File: src/rtl/des_pkg.sv
// des_pkg: shared DES key-schedule constants (PC-1, PC-2, shift schedule, FSM states)
// PC1/PC2 hold FIPS 46-3 bit numbers (1 = MSB of the source vector).
// SHIFT[r] is the left-rotation amount applied to C/D before round r.
package des_pkg;
    localparam int ROUNDS = 16;

    typedef enum logic [1:0] {IDLE, ROUND, DONE} state_t;

    localparam logic [5:0] PC1 [56] = '{
        6'd57, 6'd49, 6'd41, 6'd33, 6'd25, 6'd17, 6'd9,
        6'd1,  6'd58, 6'd50, 6'd42, 6'd34, 6'd26, 6'd18,
        6'd10, 6'd2,  6'd59, 6'd51, 6'd43, 6'd35, 6'd27,
        6'd19, 6'd11, 6'd3,  6'd60, 6'd52, 6'd44, 6'd36,
        6'd63, 6'd55, 6'd47, 6'd39, 6'd31, 6'd23, 6'd15,
        6'd7,  6'd62, 6'd54, 6'd46, 6'd38, 6'd30, 6'd22,
        6'd14, 6'd6,  6'd61, 6'd53, 6'd45, 6'd37, 6'd29,
        6'd21, 6'd13, 6'd5,  6'd28, 6'd20, 6'd12, 6'd4
    };

    localparam logic [5:0] PC2 [48] = '{
        6'd14, 6'd17, 6'd11, 6'd24, 6'd1,  6'd5,
        6'd3,  6'd28, 6'd15, 6'd6,  6'd21, 6'd10,
        6'd23, 6'd19, 6'd12, 6'd4,  6'd26, 6'd8,
        6'd16, 6'd7,  6'd27, 6'd20, 6'd13, 6'd2,
        6'd41, 6'd52, 6'd31, 6'd37, 6'd47, 6'd55,
        6'd30, 6'd40, 6'd51, 6'd45, 6'd33, 6'd48,
        6'd44, 6'd49, 6'd39, 6'd56, 6'd34, 6'd53,
        6'd46, 6'd42, 6'd50, 6'd36, 6'd29, 6'd32
    };

    localparam logic [1:0] SHIFT [1:16] = '{
        2'd1, 2'd1, 2'd2, 2'd2, 2'd2, 2'd2, 2'd2, 2'd2,
        2'd1, 2'd2, 2'd2, 2'd2, 2'd2, 2'd2, 2'd2, 2'd1
    };
endpackage

File: src/rtl/des_pc2.sv
// des_pc2: combinational DES PC-2 permutation (56-bit C/D -> 48-bit subkey)
// Ports:
//   cd     in  56  C (55:28) and D (27:0) halves, FIPS bit 1 = cd[55]
//   subkey out 48  permuted subkey, FIPS bit 1 = subkey[47]
module des_pc2
    import des_pkg::*;
(
    input  logic [55:0] cd,
    output logic [47:0] subkey
);
    // FIPS bits 9,18,22,25,35,38,43,54 are dropped by PC-2
    logic dropped_unused;
    assign dropped_unused = ^{cd[47], cd[38], cd[34], cd[31], cd[21], cd[18], cd[13], cd[2]};

    for (genvar i = 0; i < 48; i++) begin : g_bit
        assign subkey[47 - i] = cd[6'd56 - PC2[i]];
    end
endmodule

File: src/rtl/des_key_sched_ctrl.sv
// des_key_sched_ctrl: sequential DES key schedule, one 48-bit subkey per round handshake
// Ports:
//   clk, rst_n              clock, asynchronous active-low reset
//   start_valid/start_ready key-load handshake (ready only in IDLE)
//   decrypt, key            sampled at start accept (0: K1..K16, 1: K16..K1)
//   round_valid/round_ready subkey handshake with the round datapath
//   round_idx, subkey       handshake count within the job and current subkey
//   last_round              valid round with round_idx == 15
//   done                    one-cycle pulse after the 16th handshake
//   busy                    job in progress (state != IDLE)
module des_key_sched_ctrl
    import des_pkg::*;
(
    input  logic        clk,
    input  logic        rst_n,
    input  logic        start_valid,
    output logic        start_ready,
    input  logic        decrypt,
    input  logic [63:0] key,
    output logic        round_valid,
    input  logic        round_ready,
    output logic [3:0]  round_idx,
    output logic [47:0] subkey,
    output logic        last_round,
    output logic        done,
    output logic        busy
);
    state_t      state, state_nx;
    logic [27:0] c, d, c_nx, d_nx;
    logic [3:0]  idx;
    logic        dec, last_idx, two;
    logic [4:0]  r;
    logic [55:0] pc1;

    // Parity bits (FIPS 8,16,...,64) never enter the schedule
    logic parity_unused;
    assign parity_unused = ^{key[56], key[48], key[40], key[32], key[24], key[16], key[8], key[0]};

    for (genvar i = 0; i < 56; i++) begin : g_pc1
        assign pc1[55 - i] = key[~(PC1[i] - 6'd1)];
    end

    assign start_ready = state == IDLE;
    assign round_valid = state == ROUND;
    assign done        = state == DONE;
    assign busy        = state != IDLE;
    assign last_idx    = idx == 4'(ROUNDS - 1);
    assign last_round  = round_valid && last_idx;
    assign round_idx   = idx;

    always_comb begin
        state_nx = (state == IDLE && start_valid) ? ROUND :
                   (state == ROUND && round_ready && last_idx) ? DONE :
                   (state == DONE) ? IDLE : state;
    end

    // Encrypt advances to round idx+2; decrypt steps back from round 16-idx.
    // The idx-15 case is clamped since no rotation happens there.
    always_comb begin
        r    = dec ? 5'd16 - {1'b0, idx} : (last_idx ? 5'd16 : {1'b0, idx} + 5'd2);
        two  = SHIFT[r] == 2'd2;
        c_nx = dec ? (two ? {c[1:0], c[27:2]} : {c[0], c[27:1]})
                   : (two ? {c[25:0], c[27:26]} : {c[26:0], c[27]});
        d_nx = dec ? (two ? {d[1:0], d[27:2]} : {d[0], d[27:1]})
                   : (two ? {d[25:0], d[27:26]} : {d[26:0], d[27]});
    end

    always_ff @(posedge clk or negedge rst_n) begin
        if (!rst_n) state <= IDLE;
        else        state <= state_nx;
    end

    always_ff @(posedge clk or negedge rst_n) begin
        if (!rst_n) begin
            c   <= '0;
            d   <= '0;
            idx <= '0;
            dec <= 1'b0;
        end else if (start_ready && start_valid) begin
            // Decrypt loads CD0 (== CD16); encrypt pre-rotates to CD1
            dec <= decrypt;
            idx <= '0;
            c   <= decrypt ? pc1[55:28] : {pc1[54:28], pc1[55]};
            d   <= decrypt ? pc1[27:0]  : {pc1[26:0], pc1[27]};
        end else if (round_valid && round_ready) begin
            idx <= idx + 4'd1;
            if (!last_idx) begin
                c <= c_nx;
                d <= d_nx;
            end
        end
    end

    des_pc2 u_pc2 (
        .cd     ({c, d}),
        .subkey (subkey)
    );
endmodule

File: config.mk
export PLATFORM = sky130hd
export DESIGN_NAME = des_key_sched_ctrl
export DESIGN_NICKNAME = d
export VERILOG_FILES = /design/src/rtl/des_pkg.sv /design/src/rtl/des_pc2.sv /design/src/rtl/des_key_sched_ctrl.sv
export SDC_FILE = /design/constraint.sdc
export NUM_CORES = 1
export LEC_CHECK = 0
export BUFFER_PORTS_ARGS = -buffer_cell sky130_fd_sc_hd__buf_2
export CORE_ASPECT_RATIO = 1.75
export CORE_MARGIN = 5
export CORE_UTILIZATION = 60
export CTS_BUF_LIST = sky130_fd_sc_hd__clkbuf_8
export CTS_CLUSTER_DIAMETER = 200
export DETAILED_ROUTE_END_ITERATION = 10
export PLACE_DENSITY = 0.95
export SLEW_MARGIN = 20
export SYNTH_ARGS = -nofsm -noshare
export SYNTH_HDL_FRONTEND = slang
export SYNTH_SLANG_ARGS = --single-unit
File: constraint.sdc
create_clock -name clk -period 3.31 [get_ports clk]
set_clock_uncertainty 0.1 [all_clocks]
set_input_delay 0.993 -clock clk [delete_from_list [all_inputs] [get_ports clk]]
set_output_delay 0.993 -clock clk [all_outputs]
set_load 0.005 [all_outputs]
# --- Yosys cells after proc, flatten, opt, wreduce, memory -nomap -nowiden ---
# Memory sizes are Yosys's and may differ from the RTL's.
# Index checks and enable logic that the tools add are counted.
classes:
  add_sub_neg: 3
  order_cmp: 1
  n_eq_ne: 5
  n_mux: 23
  bitwise: 1
  n_reduce_logical: 9
ops:
  columns: ["operator", "count"]
  rows:
  - ["$mux 28", 14]
  - ["$mux 2", 5]
  - ["$mux 5", 2]
  - ["$mux 4", 2]
  - ["$ge 6x6->1 const B", 1]
  - ["$not 5->6", 1]
  - ["$add 4x2->5 const B", 1]
  - ["$sub 5x4->5 const A", 1]
  - ["$add 4x1->4 const B", 1]
  - ["$eq 2x2->1 const B", 2]
  - ["$eq 4x4->1 const B", 1]
  - ["$logic_and 1x1->1", 4]
  - ["$reduce_bool 2->1", 2]
  - ["$reduce_bool 3->1", 1]
  - ["$eq 2x1->1 const B", 1]
  - ["$logic_not 2->1", 1]
  - ["$ne 2x1->1 const B", 1]
  - ["$reduce_and 2->1", 1]
totals:
  reg_bits: 63
  rom_bits: 64
  input_bits: 69
  output_inout_bits: 57
  wordCells: 48
  memories: 1
mem_list:
  columns: ["memory", "depth", "word_bits", "rd", "rd_clocked_by_memory_dff", "write_ports", "line_no", "text"]
  rows:
  - ["(name not given)", 32, 2, 1, 0, 0, "des_key_sched_ctrl.sv:61", "two = SHIFT[r] == 2'd2;"]

# --- Longest topological paths before layout ---
# Gate-level depths: netlist (run 1).
depth:
  word_depth: 13
  mapped_depth: 11
  depth_no_buf: 8

# --- Cells and area by module ---
# Synthesis (run 1) repeated with hierarchy kept, for this count alone.
hier_totals:
  hier_cells: 605
  hier_area_um2: 4908.5
modules_own_cells:
  columns: ["mod", "n_inst", "cells_each", "area_each_um2", "seq_area_each_um2"]
  rows:
  - ["des_key_sched_ctrl", 1, 557, 4548.1, 1576.5]
  - ["des_pc2", 1, 48, 360.3, 0.0]

# --- Least setup slack after synthesis (run 1) ---
# Ideal clock, no wire load.
synth_path:
  kind: "in2reg"
  start: "in decrypt"
  end: "reg c[22]"
  setup_ps: 126
  arrival_time_ps: 2442
  t_required_ps: 3084
  slack_ps: 642
  stages: 6
  path_buffers: 3
  path_cell_list: "clkbuf_1 buf_2 buf_1 mux2i_1 a21oi_1 o32a_1"
synth_via:
  elab_chain_cells: 2
synth_rtl:
  columns: ["element", "line_no", "text"]
  rows:
  - ["start: declaration", "des_key_sched_ctrl.sv:18", "input logic decrypt,"]
  - ["$mux 28", "des_key_sched_ctrl.sv:83", "c <= decrypt ? pc1[55:28] : {pc1[54:28], pc1[55]};"]
  - ["$mux 28", "des_key_sched_ctrl.sv:79", "end else if (start_ready && start_valid) begin"]
  - ["end signal: assignment", "des_key_sched_ctrl.sv:83", null]
  - ["end signal: assignment", "des_key_sched_ctrl.sv:88", "c <= c_nx;"]
  - ["end: declaration", "des_key_sched_ctrl.sv:29", "logic [27:0] c, d, c_nx, d_nx;"]
# Every way passes these cells.
# A chain may end at the register's enable or synchronous reset.

# --- Final worst setup path (run 1) ---
layout_path:
  start: "reg idx[0] (netlist: round_idx[0])"
  end: "out last_round"
layout_via:
  elab_chain_cells: 2
layout_rtl:
  columns: ["element", "line_no", "text"]
  rows:
  - ["start: declaration", "des_key_sched_ctrl.sv:30", "logic [3:0] idx;"]
  - ["start signal: assignment", "des_key_sched_ctrl.sv:86", "idx <= idx + 4'd1;"]
  - ["$eq 4x4->1", "des_key_sched_ctrl.sv:47", "assign last_idx = idx == 4'(ROUNDS - 1);"]
  - ["$logic_and 1x1->1", "des_key_sched_ctrl.sv:48", "assign last_round = round_valid && last_idx;"]
  - ["end: declaration", "des_key_sched_ctrl.sv:24", "output logic last_round,"]
# Every way passes these cells.

==> reports/qor.json, run 1 <==
{
  "global_route_wire_length_before_repair_um": 22800,
  "routed_len_inst_um": 18.9,
  "final_net_count": 717,
  "main_area_contributors_after_synthesis": "sky130_fd_sc_hd__dfrtp_1, sky130_fd_sc_hd__a21oi_1, sky130_fd_sc_hd__mux2i_1",
  "vias": 4919,
  "yosys_register_bits": 63,
  "post_synth_mux_area_share_pct": 11.4,
  "n_fill_cell": 655,
  "grt_setup_unrepaired": "false",
  "routed-wl-met3_um": 1110,
  "core_area_um2": 7960,
  "finalCriticalPeriod_ns": 2.79,
  "cp.arrival_ns": 1.70,
  "ir_worst_vdd_uv": 927,
  "pin_count_of_the_biggest_net_entering_global_routing": 64,
  "die_width_um": 78.6,
  "synth_compound_gate_area_share_pct": 29.9,
  "hpwlAfterDp_um": 9570,
  "drtPass1Iterations": 6,
  "yosysWarningCount": 0,
  "cts-resized-gates": 0,
  "numPortBuffers": 117,
  "critical_path.endpoint_type": "primary output",
  "synth_top_family_by_area": "compound AO/OA/AOI/OAI gates",
  "post-cts-setup-buffers": 0,
  "die-area_um2": 10200,
  "maxCapViolCount": 0,
  "yosysTopAreaCellShare_pct": 31.9,
  "yosysSeqAreaShare_pct": 31.9,
  "synth_top_cell_by_area": "sky130_fd_sc_hd__dfrtp_1",
  "post_synthesis_cell_count": 606,
  "detail-route-antenna-nets": 0,
  "io_pins": 126,
  "die_h_um": 130,
  "detail_route.iter0.violations": 734,
  "hold_violations": 0,
  "cts_htree_levels": 3,
  "synthFlopType": "sky130_fd_sc_hd__dfrtp_1",
  "core.rowCount": 43,
  "yosys.area_share.xor_xnor_pct": 1.06,
  "timing.setup.tns_ns": 0,
  "timing.final.crit_share_pct": 84.3,
  "detail_route.wirelength.met1_um": 5050,
  "post_cts_hold_buffer_count": 0,
  "cts_max_path_buffers": 2,
  "power_per_cell_area_nw_per_um2": 1390,
  "outcome": "finished clean",
  "timing_worst_slew_pin_value_ns": 0.853,
  "clock_insertion_delay_worst_skew_ns": 0.37,
  "async_flop_share_pct": 100,
  "layout-area-overhead-vs-synth_pct": 8.62,
  "gr-total-overflow": 0,
  "postPlaceCellArea_um2": 5160,
  "track_usage_pct": 27.8,
  "highest-signal-layer": "met4",
  "routabilityCongestion": 0.880,
  "setup_viol": 0,
  "route.met2.wl_um": 7020,
  "drt_wl_total_um": 14000,
  "mappedNetlistArea_um2": 4940,
  "category_of_the_most_critical_setup_path": "reg2out",
  "first_global_vias": 4890,
  "clock_sink_count": 63,
  "startpoint_type": "register",
  "clk_pin_slew_ns": 0.07,
  "timing.max_slew.rel_slack_pct": 43.1,
  "cts_buffer_count": 9,
  "power.static_leakage_nw": 2.49,
  "syn-num-nets": 679,
  "cp.required_ns": 2.22,
  "report.final.slew_viol_count": 0,
  "worstHoldPathType": "reg2reg",
  "fmaxAchievable_mhz": 359,
  "synth-adder-area-share_pct": 1.01,
  "final_layout_size_suffix_gt1_share_pct": 24.5,
  "initial_utilization_pct": 62.0,
  "drcViolationCount": 0,
  "number_of_vias_per_cell": 6.65,
  "cts_tree": "built",
  "finalInstanceArea_um2": 5360,
  "clk_root_buffer_cell": "sky130_fd_sc_hd__clkbuf_8",
  "synth-simple-area-share_pct": 11.6,
  "number_of_antenna_violations_at_the_first_check_in_global_routing": 2,
  "synth_cell_type_count": 30,
  "count_of_flip_flops_with_a_built_in_enable_after_synthesis": 0,
  "biggest_fanout_along_the_worst_timing_path": 9,
  "syn-mean-instance-area_um2": 8.15
}
==> cells in the mapped netlist (all sizes together), types with 4 or more instances <==
cell type,instances
nand2,121
ha,4
a21oi,169
mux2i,56
xor2,4
dfrtp,63
nor2,5
o32a,56
clkbuf,30
buf,71
inv,6
==> worst max-delay path: stages, from the launching register on <==
cell	delay, ns
sky130_fd_sc_hd__dfrtp_1	0.52
sky130_fd_sc_hd__ha_1	0.25
sky130_fd_sc_hd__nand3_1	0.19
sky130_fd_sc_hd__nor3b_1	0.23
sky130_fd_sc_hd__buf_2	0.14
==> power breakdown <==
group	switching [mW]	internal, mW	total [mW]
Sequential	0.456	1.21	1.66
Combinational	3.08	2.04	5.12
Clock	0.308	0.380	0.689
Total	3.85	3.63	7.48
==> layout make-up <==
cell class	count	area (µm²)	area share [%]
Clock inverter	4	45.0	0.840
Tap cell	90	113	2.10
Multi-Input combinational cell	436	2720	50.7
Timing Repair Buffer	128	731	13.6
Clock buffer	11	151	2.82
Antenna cell	2	5.00	0.0933
Inverter	6	22.5	0.420
Sequential cell	63	1580	29.4
==> sequential cells by signal (all words and copies together), names as in the netlist <==
name       flops
dec            1
round_idx      4
state          2
d             28
c             28
==> final timing paths <==
path	from	endpoint	slack [ns]	cells after the start
max	round_idx[0]	last_round	0.52	4
max in group asynchronous	rst_n	c[3]	1.84	2
min reg2reg	d[2]	d[2]	0.43	1
max reg2reg	round_idx[2]	c[3]	0.60	8
min in group asynchronous	rst_n	c[9]	0.70	2
min	d[2]	d[2]	0.43	1
==> cell families (layout without fill, tap and decap cells) <==
family	Yosys count	in the layout
buffers and inverters	107	149
DFF	63	63
other	0	2
and+or+nand+nor	137	137
AOI/OAI and AO/OA	233	233
muxes	56	56
xor gates and xnor gates	6	6
adders and majority gates	4	4
==> through the flow <==
stage / setup slack [ns] / hold WS (ns) / instances / power, mW / util, %
final: 0.521 / 0.426 / 740 / 7.48 / 67.3
after global routing: 0.360 / 0.455 / 740 / 8.09 / 67.3
after CTS: 0.497 / 0.424 / 738 / 7.37 / 67.3
after detailed placement: 0.630 / 0.409 / 723 / 6.63 / 64.8
after global placement: 0.729 / 0.403 / 723 / 6.37 / 64.8
after floorplan: 0.642 / 0.393 / 606 / 5.86 / -
==> per-layer routing <==
| layer | track usage [%] | vias up |
|---|---|---|
| met5 | 0 | - |
| met4 | 16.6 | 0 |
| met3 | 6.70 | 69 |
| met2 | 47.1 | 332 |
| met1 | 31.4 | 2264 |
| li1 | - | 2254 |
==> cell usage in the layout (no fill, tap or decap), types with 3 or more instances in the layout <==
| cell | instances |
|---|---|
| sky130_fd_sc_hd__mux2i_1 | 56 |
| sky130_fd_sc_hd__nand2_2 | 12 |
| sky130_fd_sc_hd__buf_12 | 5 |
| sky130_fd_sc_hd__xor2_1 | 4 |
| sky130_fd_sc_hd__a21oi_1 | 169 |
| sky130_fd_sc_hd__nor2_1 | 5 |
| sky130_fd_sc_hd__clkbuf_8 | 11 |
| sky130_fd_sc_hd__buf_4 | 6 |
| sky130_fd_sc_hd__ha_1 | 4 |
| sky130_fd_sc_hd__dfrtp_1 | 63 |
| sky130_fd_sc_hd__inv_1 | 6 |
| sky130_fd_sc_hd__o32a_1 | 56 |
| sky130_fd_sc_hd__nand2_1 | 109 |
| sky130_fd_sc_hd__clkinv_2 | 3 |
| sky130_fd_sc_hd__buf_2 | 117 |
Power figures use the tool's default switching activity.
==> run 2, diff against run 1 <==
--- a/config.mk
+++ b/config.mk
@@ -8,11 +8,11 @@
 export BUFFER_PORTS_ARGS = -buffer_cell sky130_fd_sc_hd__buf_2
 export CORE_ASPECT_RATIO = 1.75
 export CORE_MARGIN = 5
-export CORE_UTILIZATION = 60
+export CORE_UTILIZATION = 56
 export CTS_BUF_LIST = sky130_fd_sc_hd__clkbuf_8
 export CTS_CLUSTER_DIAMETER = 200
 export DETAILED_ROUTE_END_ITERATION = 10
-export PLACE_DENSITY = 0.95
+export PLACE_DENSITY = 0.91
 export SLEW_MARGIN = 20
 export SYNTH_ARGS = -nofsm -noshare
 export SYNTH_HDL_FRONTEND = slang
==> constraint.sdc (replaced) <==
create_clock -name clk -period 2.7 [get_ports clk]
set_clock_uncertainty 0.1 [all_clocks]
set_input_delay 0.81 -clock clk [delete_from_list [all_inputs] [get_ports clk]]
set_output_delay 0.81 -clock clk [all_outputs]
set_load 0.005 [all_outputs]
==> reports/qor.json, run 2 (synthesis gave the netlist of run 1 again) <==
{
  "outcome": "finished clean",
  "timing_worst_slew_pin_value_ns": 0.412,
  "cp_top_family": "compound AO/OA/AOI/OAI gates",
  "critical_path.slowest_cell": "sky130_fd_sc_hd__dfrtp_1",
  "report.final.slew_viol_count": 0,
  "leading_cell_type_in_the_layout_fill_and_taps_excluded": "sky130_fd_sc_hd__a21oi_1",
  "clock_sink_count": 63,
  "initial_utilization_pct": 56.9,
  "setup_viol": 0,
  "r2r_cell_count": 8,
  "pin_count_of_the_biggest_net_entering_global_routing": 64,
  "post-route-worst-setup-slack_ns": 0.121,
  "hold_violations": 0,
  "fmaxAchievable_mhz": 388,
  "post-cts-setup-buffers": 0,
  "io_pins": 126,
  "drcViolationCount": 0,
  "die-area_um2": 10900,
  "grt_setup_unrepaired": "false",
  "power_per_cell_area_nw_per_um2": 1690,
  "finalInstanceArea_um2": 5450,
  "final_net_count": 719,
  "pre_cts_ws_ns": 0.135,
  "clk_root_buffer_cell": "sky130_fd_sc_hd__clkbuf_8",
  "category_of_the_most_critical_setup_path": "reg2reg",
  "layout-area-overhead-vs-synth_pct": 10.4,
  "clk_pin_slew_ns": 0.07,
  "die_width_um": 81.0,
  "maxCapViolCount": 0,
  "cts_htree_levels": 3,
  "core.rowCount": 45,
  "final_cells": 770,
  "cts_max_path_buffers": 2,
  "worstPathCellList": "inv_1 -> ha_1 -> o311a_1 -> o211a_2 -> buf_4 -> nand2_1 -> a21oi_1 -> o32a_1",
  "ir_worst_vdd_uv": 1040,
  "final_layout_size_suffix_gt1_share_pct": 25.0,
  "finish.utilization_pct": 62.9,
  "biggest_fanout_along_the_worst_timing_path": 16,
  "startpoint_type": "register",
  "clock_insertion_delay_worst_skew_ns": 0.35,
  "crit_path_max_incr_delay_ns": 0.44,
  "detail_route.iter0.violations": 550,
  "cts_tree": "built",
  "power.static_leakage_nw": 2.51,
  "number_of_antenna_violations_at_the_first_check_in_global_routing": 2,
  "finalCriticalPeriod_ns": 2.58,
  "finalHoldWorstSlack_ns": 0.340,
  "global_route_wire_length_before_repair_um": 22200,
  "drt_wl_total_um": 13600,
  "track_usage_pct": 25.4,
  "timing.setup.tns_ns": 0,
  "critical_path.startpoint": "round_idx[1]",
  "routabilityCongestion": 0.874,
  "routed_len_inst_um": 17.6,
  "die_h_um": 134,
  "drtPass1Iterations": 5,
  "vias": 4840,
  "detail-route-antenna-nets": 0,
  "cts_buffer_count": 9,
  "placed_cells": 752,
  "final_cell_mix": "sky130_fd_sc_hd__a21oi_1, sky130_fd_sc_hd__buf_2, sky130_fd_sc_hd__nand2_1",
  "startpoint_of_the_most_critical_register_to_register_path": "round_idx[1]",
  "cp.arrival_ns": 2.72,
  "timing.max_slew.rel_slack_pct": 72.6,
  "worstSetupPathDepth": 8,
  "critical_path_buf_inv_count": 2,
  "numPortBuffers": 117,
  "worstHoldPathType": "in2async",
  "rrSetupSlack_ns": 0.12,
  "postPlaceCellArea_um2": 5240,
  "core_area_um2": 8670,
  "totalPowerFinal_mw": 9.22,
  "critical_path.endpoint_type": "register",
  "gr-total-overflow": 0,
  "number_of_vias_per_cell": 6.29,
  "timing.final.crit_share_pct": 95.5,
  "hpwlAfterDp_um": 9280,
  "r2r-end": "d[16]",
  "first_global_vias": 4780,
  "cp.required_ns": 2.84
}
run 2: cell count changes in the layout (fill, tap and decap cells not counted):
| cell | delta |
|---|---|
| sky130_fd_sc_hd__dfrtp_1 | -2 |
| sky130_fd_sc_hd__inv_1 | +1 |
| sky130_fd_sc_hd__buf_12 | +2 |
| sky130_fd_sc_hd__dfrtp_2 | +2 |
| sky130_fd_sc_hd__clkinv_2 | -1 |
| sky130_fd_sc_hd__clkbuf_8 | +1 |
run 2: worst max-delay path by stage:
stage                 end  slack [ns]
2_1_floorplan       c[22]        0.22
3_3_place_gp         d[6]        0.18
3_5_place_dp        d[16]        0.14
4_1_cts        last_round         0.1
5_1_grt             d[16]        0.01
6_report            d[16]        0.12
run 2: area by class of cell:
class | instances | area [µm²]
Inverter | 6 | 22.5
Sequential cell | 63 | 1580
Antenna cell | 2 | 5.00
Fill cell | 755 | 3220
Multi-Input combinational cell | 436 | 2720
Clock inverter | 4 | 43.8
Timing Repair Buffer | 130 | 771
Tap cell | 117 | 146
Clock buffer | 12 | 165
run 2: routing by layer:
metal | global-route usage [%] | vias up | wire, µm
li1 | - | 2256 | -
met1 | 30.8 | 2263 | 5180
met2 | 41.0 | 253 | 6820
met3 | 4.57 | 68 | 859
met4 | 15.5 | 0 | 695
met5 | 0 | - | 0
run 2: power breakdown:
| group | leakage (nW) | switching, mW | internal (mW) |
|---|---|---|---|
| Sequential | 0.714 | 0.561 | 1.49 |
| Combinational | 1.68 | 3.68 | 2.61 |
| Clock | 0.114 | 0.383 | 0.496 |
| Total | 2.51 | 4.62 | 4.59 |
run 2: what timing repair did:
item,4_1_cts,5_1_grt
resized for setup,0,2
endpoints found under the setup margin,0,10
hold buffers,0,0
run 2: worst reg2reg max path: stages (launching register included):
cell and delay (ns):
sky130_fd_sc_hd__dfrtp_1 0.44, sky130_fd_sc_hd__inv_1 0.11, sky130_fd_sc_hd__ha_1 0.31, sky130_fd_sc_hd__o311a_1 0.35, sky130_fd_sc_hd__o211a_2 0.37, sky130_fd_sc_hd__buf_4 0.25
sky130_fd_sc_hd__nand2_1 0.12, sky130_fd_sc_hd__a21oi_1 0.09, sky130_fd_sc_hd__o32a_1 0.33
==> run 3, diff against run 2 <==
--- a/config.mk
+++ b/config.mk
@@ -7,7 +7,6 @@
 export LEC_CHECK = 0
 export BUFFER_PORTS_ARGS = -buffer_cell sky130_fd_sc_hd__buf_2
 export CORE_ASPECT_RATIO = 1.75
-export CORE_MARGIN = 5
 export CORE_UTILIZATION = 56
 export CTS_BUF_LIST = sky130_fd_sc_hd__clkbuf_8
 export CTS_CLUSTER_DIAMETER = 200
==> constraint.sdc (replaced) <==
create_clock -name clk -period 2.7 [get_ports clk]
set_clock_uncertainty 0.1 [all_clocks]
set_input_delay 0.81 -clock clk [delete_from_list [all_inputs] [get_ports clk]]
set_output_delay 0.81 -clock clk [all_outputs]
set_load 0.05 [all_outputs]
==> reports/qor.json, run 3 (synthesis gave the netlist of run 1 again) <==
{
  "core_area_um2": 8610,
  "cts_buffer_count": 9,
  "layout-area-overhead-vs-synth_pct": 11.0,
  "n_fill_cell": 727,
  "biggest_fanout_along_the_worst_timing_path": 6,
  "leading_cell_type_in_the_layout_fill_and_taps_excluded": "sky130_fd_sc_hd__a21oi_1",
  "clk_root_buffer_cell": "sky130_fd_sc_hd__clkbuf_8",
  "final_cell_mix": "sky130_fd_sc_hd__a21oi_1, sky130_fd_sc_hd__buf_2, sky130_fd_sc_hd__nand2_1",
  "category_of_the_most_critical_setup_path": "reg2out",
  "r2r-end": "d[17]",
  "clk_pin_slew_ns": 0.07,
  "drtPass1Iterations": 5,
  "outcome": "finished clean",
  "detail_route.iter0.violations": 537,
  "global_route_wire_length_before_repair_um": 21500,
  "cts_htree_levels": 3,
  "initial_utilization_pct": 57.3,
  "worstHoldPathType": "in2async",
  "track_usage_pct": 29.6,
  "register_area_um2": 1580,
  "drt_wl_total_um": 13200,
  "routed_len_inst_um": 17.2,
  "startpoint_type": "register",
  "gr-total-overflow": 0,
  "numPortBuffers": 117,
  "multi_input_area_um2": 2740,
  "worstPathCellList": "ha_1 -> nand3_2 -> nor3b_4 -> buf_4",
  "hold_violations": 0,
  "clock_insertion_delay_worst_skew_ns": 0.37,
  "cp.arrival_ns": 1.66,
  "io_pins": 126,
  "crit_path_max_incr_delay_ns": 0.45,
  "die_h_um": 126,
  "routabilityCongestion": 0.892,
  "critical_path.slowest_cell": "sky130_fd_sc_hd__dfrtp_1",
  "number_of_vias_per_cell": 6.38,
  "post_cts_hold_buffer_count": 0,
  "cp.required_ns": 1.79,
  "placed_cells": 752,
  "clock_sink_count": 63,
  "timing_worst_slew_pin_value_ns": 0.409,
  "r2r_cell_count": 8,
  "final_net_count": 719,
  "vias": 4909,
  "first_global_vias": 4739,
  "timing.max_slew.rel_slack_pct": 72.7,
  "cts_tree": "built",
  "critical_path.endpoint_type": "primary output",
  "startpoint_of_the_most_critical_register_to_register_path": "round_idx[1]",
  "hpwlAfterDp_um": 8910,
  "fmaxAchievable_mhz": 388,
  "core.rowCount": 45,
  "cts_max_path_buffers": 2,
  "rrSetupSlack_ns": 0.15,
  "pin_count_of_the_biggest_net_entering_global_routing": 64,
  "number_of_antenna_violations_at_the_first_check_in_global_routing": 2,
  "timing.setup.tns_ns": 0,
  "die-area_um2": 9210,
  "grt_setup_unrepaired": "false",
  "drcViolationCount": 0,
  "setup_viol": 0,
  "maxCapViolCount": 0,
  "timing.final.crit_share_pct": 95.4,
  "detail-route-antenna-nets": 0,
  "die_width_um": 73.0,
  "final_layout_size_suffix_gt1_share_pct": 25.5,
  "final_cells": 770,
  "finalCriticalPeriod_ns": 2.57,
  "report.final.slew_viol_count": 0
}
==> run 3: worst max-delay path by stage <==
stage,from,to,slack [ns],depth (start not counted)
2_1_floorplan,state[1],d[18],0.01,7
3_3_place_gp,round_idx[1],d[18],0.20,8
3_5_place_dp,round_idx[1],c[21],0.1,8
4_1_cts,round_idx[1],last_round,0.02,4
5_1_grt,round_idx[1],last_round,0.05,4
6_report,round_idx[1],last_round,0.13,4
==> run 3: critical path, delay by kind of cell (launching register included) <==
kind,cells,cell delay (ns)
DFF,1,0.45
and+or+nand+nor,2,0.39
adders and majority gates,1,0.25
buffers and inverters,1,0.22
==> run 3: timing repair <==
item,CTS,global route
endpoints found under the setup margin,1,11
setup buffers,0,0
resized for setup,2,3
==> run 3: metrics by stage <==
stage / setup slack [ns] / util (%) / cell area (µm²) / hold slack, ns
6_report: 0.125 / 63.6 / 5480 / 0.351
5_1_grt: 0.0476 / 63.6 / 5480 / 0.387
3_3_place_gp: 0.196 / 61.0 / 5260 / 0.402
4_1_cts: 0.0230 / 63.4 / 5460 / 0.373
3_5_place_dp: 0.0998 / 61.0 / 5260 / 0.412
2_1_floorplan: 0.0110 / - / 4950 / 0.393
==> run 3: cell type report <==
class	instances	area share [%]
tap	117	2.67
clock buffer	9	2.26
multi-input combinational	436	50.1
antenna	2	0.0913
inverter	6	0.411
sequential	63	28.8
timing repair buffer	130	14.3
clock inverter	7	1.35
==> run 3: per-layer routing <==
layer | track usage (%) | wire (µm) | vias to the layer above
li1 | - | - | 2255
met1 | 36.5 | 5060 | 2356
met2 | 48.1 | 6790 | 246
met3 | 3.84 | 800 | 52
met4 | 18.1 | 573 | 0
met5 | 0 | 0 | -
Power of run 3 is not shown: default switching activity piles up to over one toggle a cycle in this logic, so the estimate is an artifact.
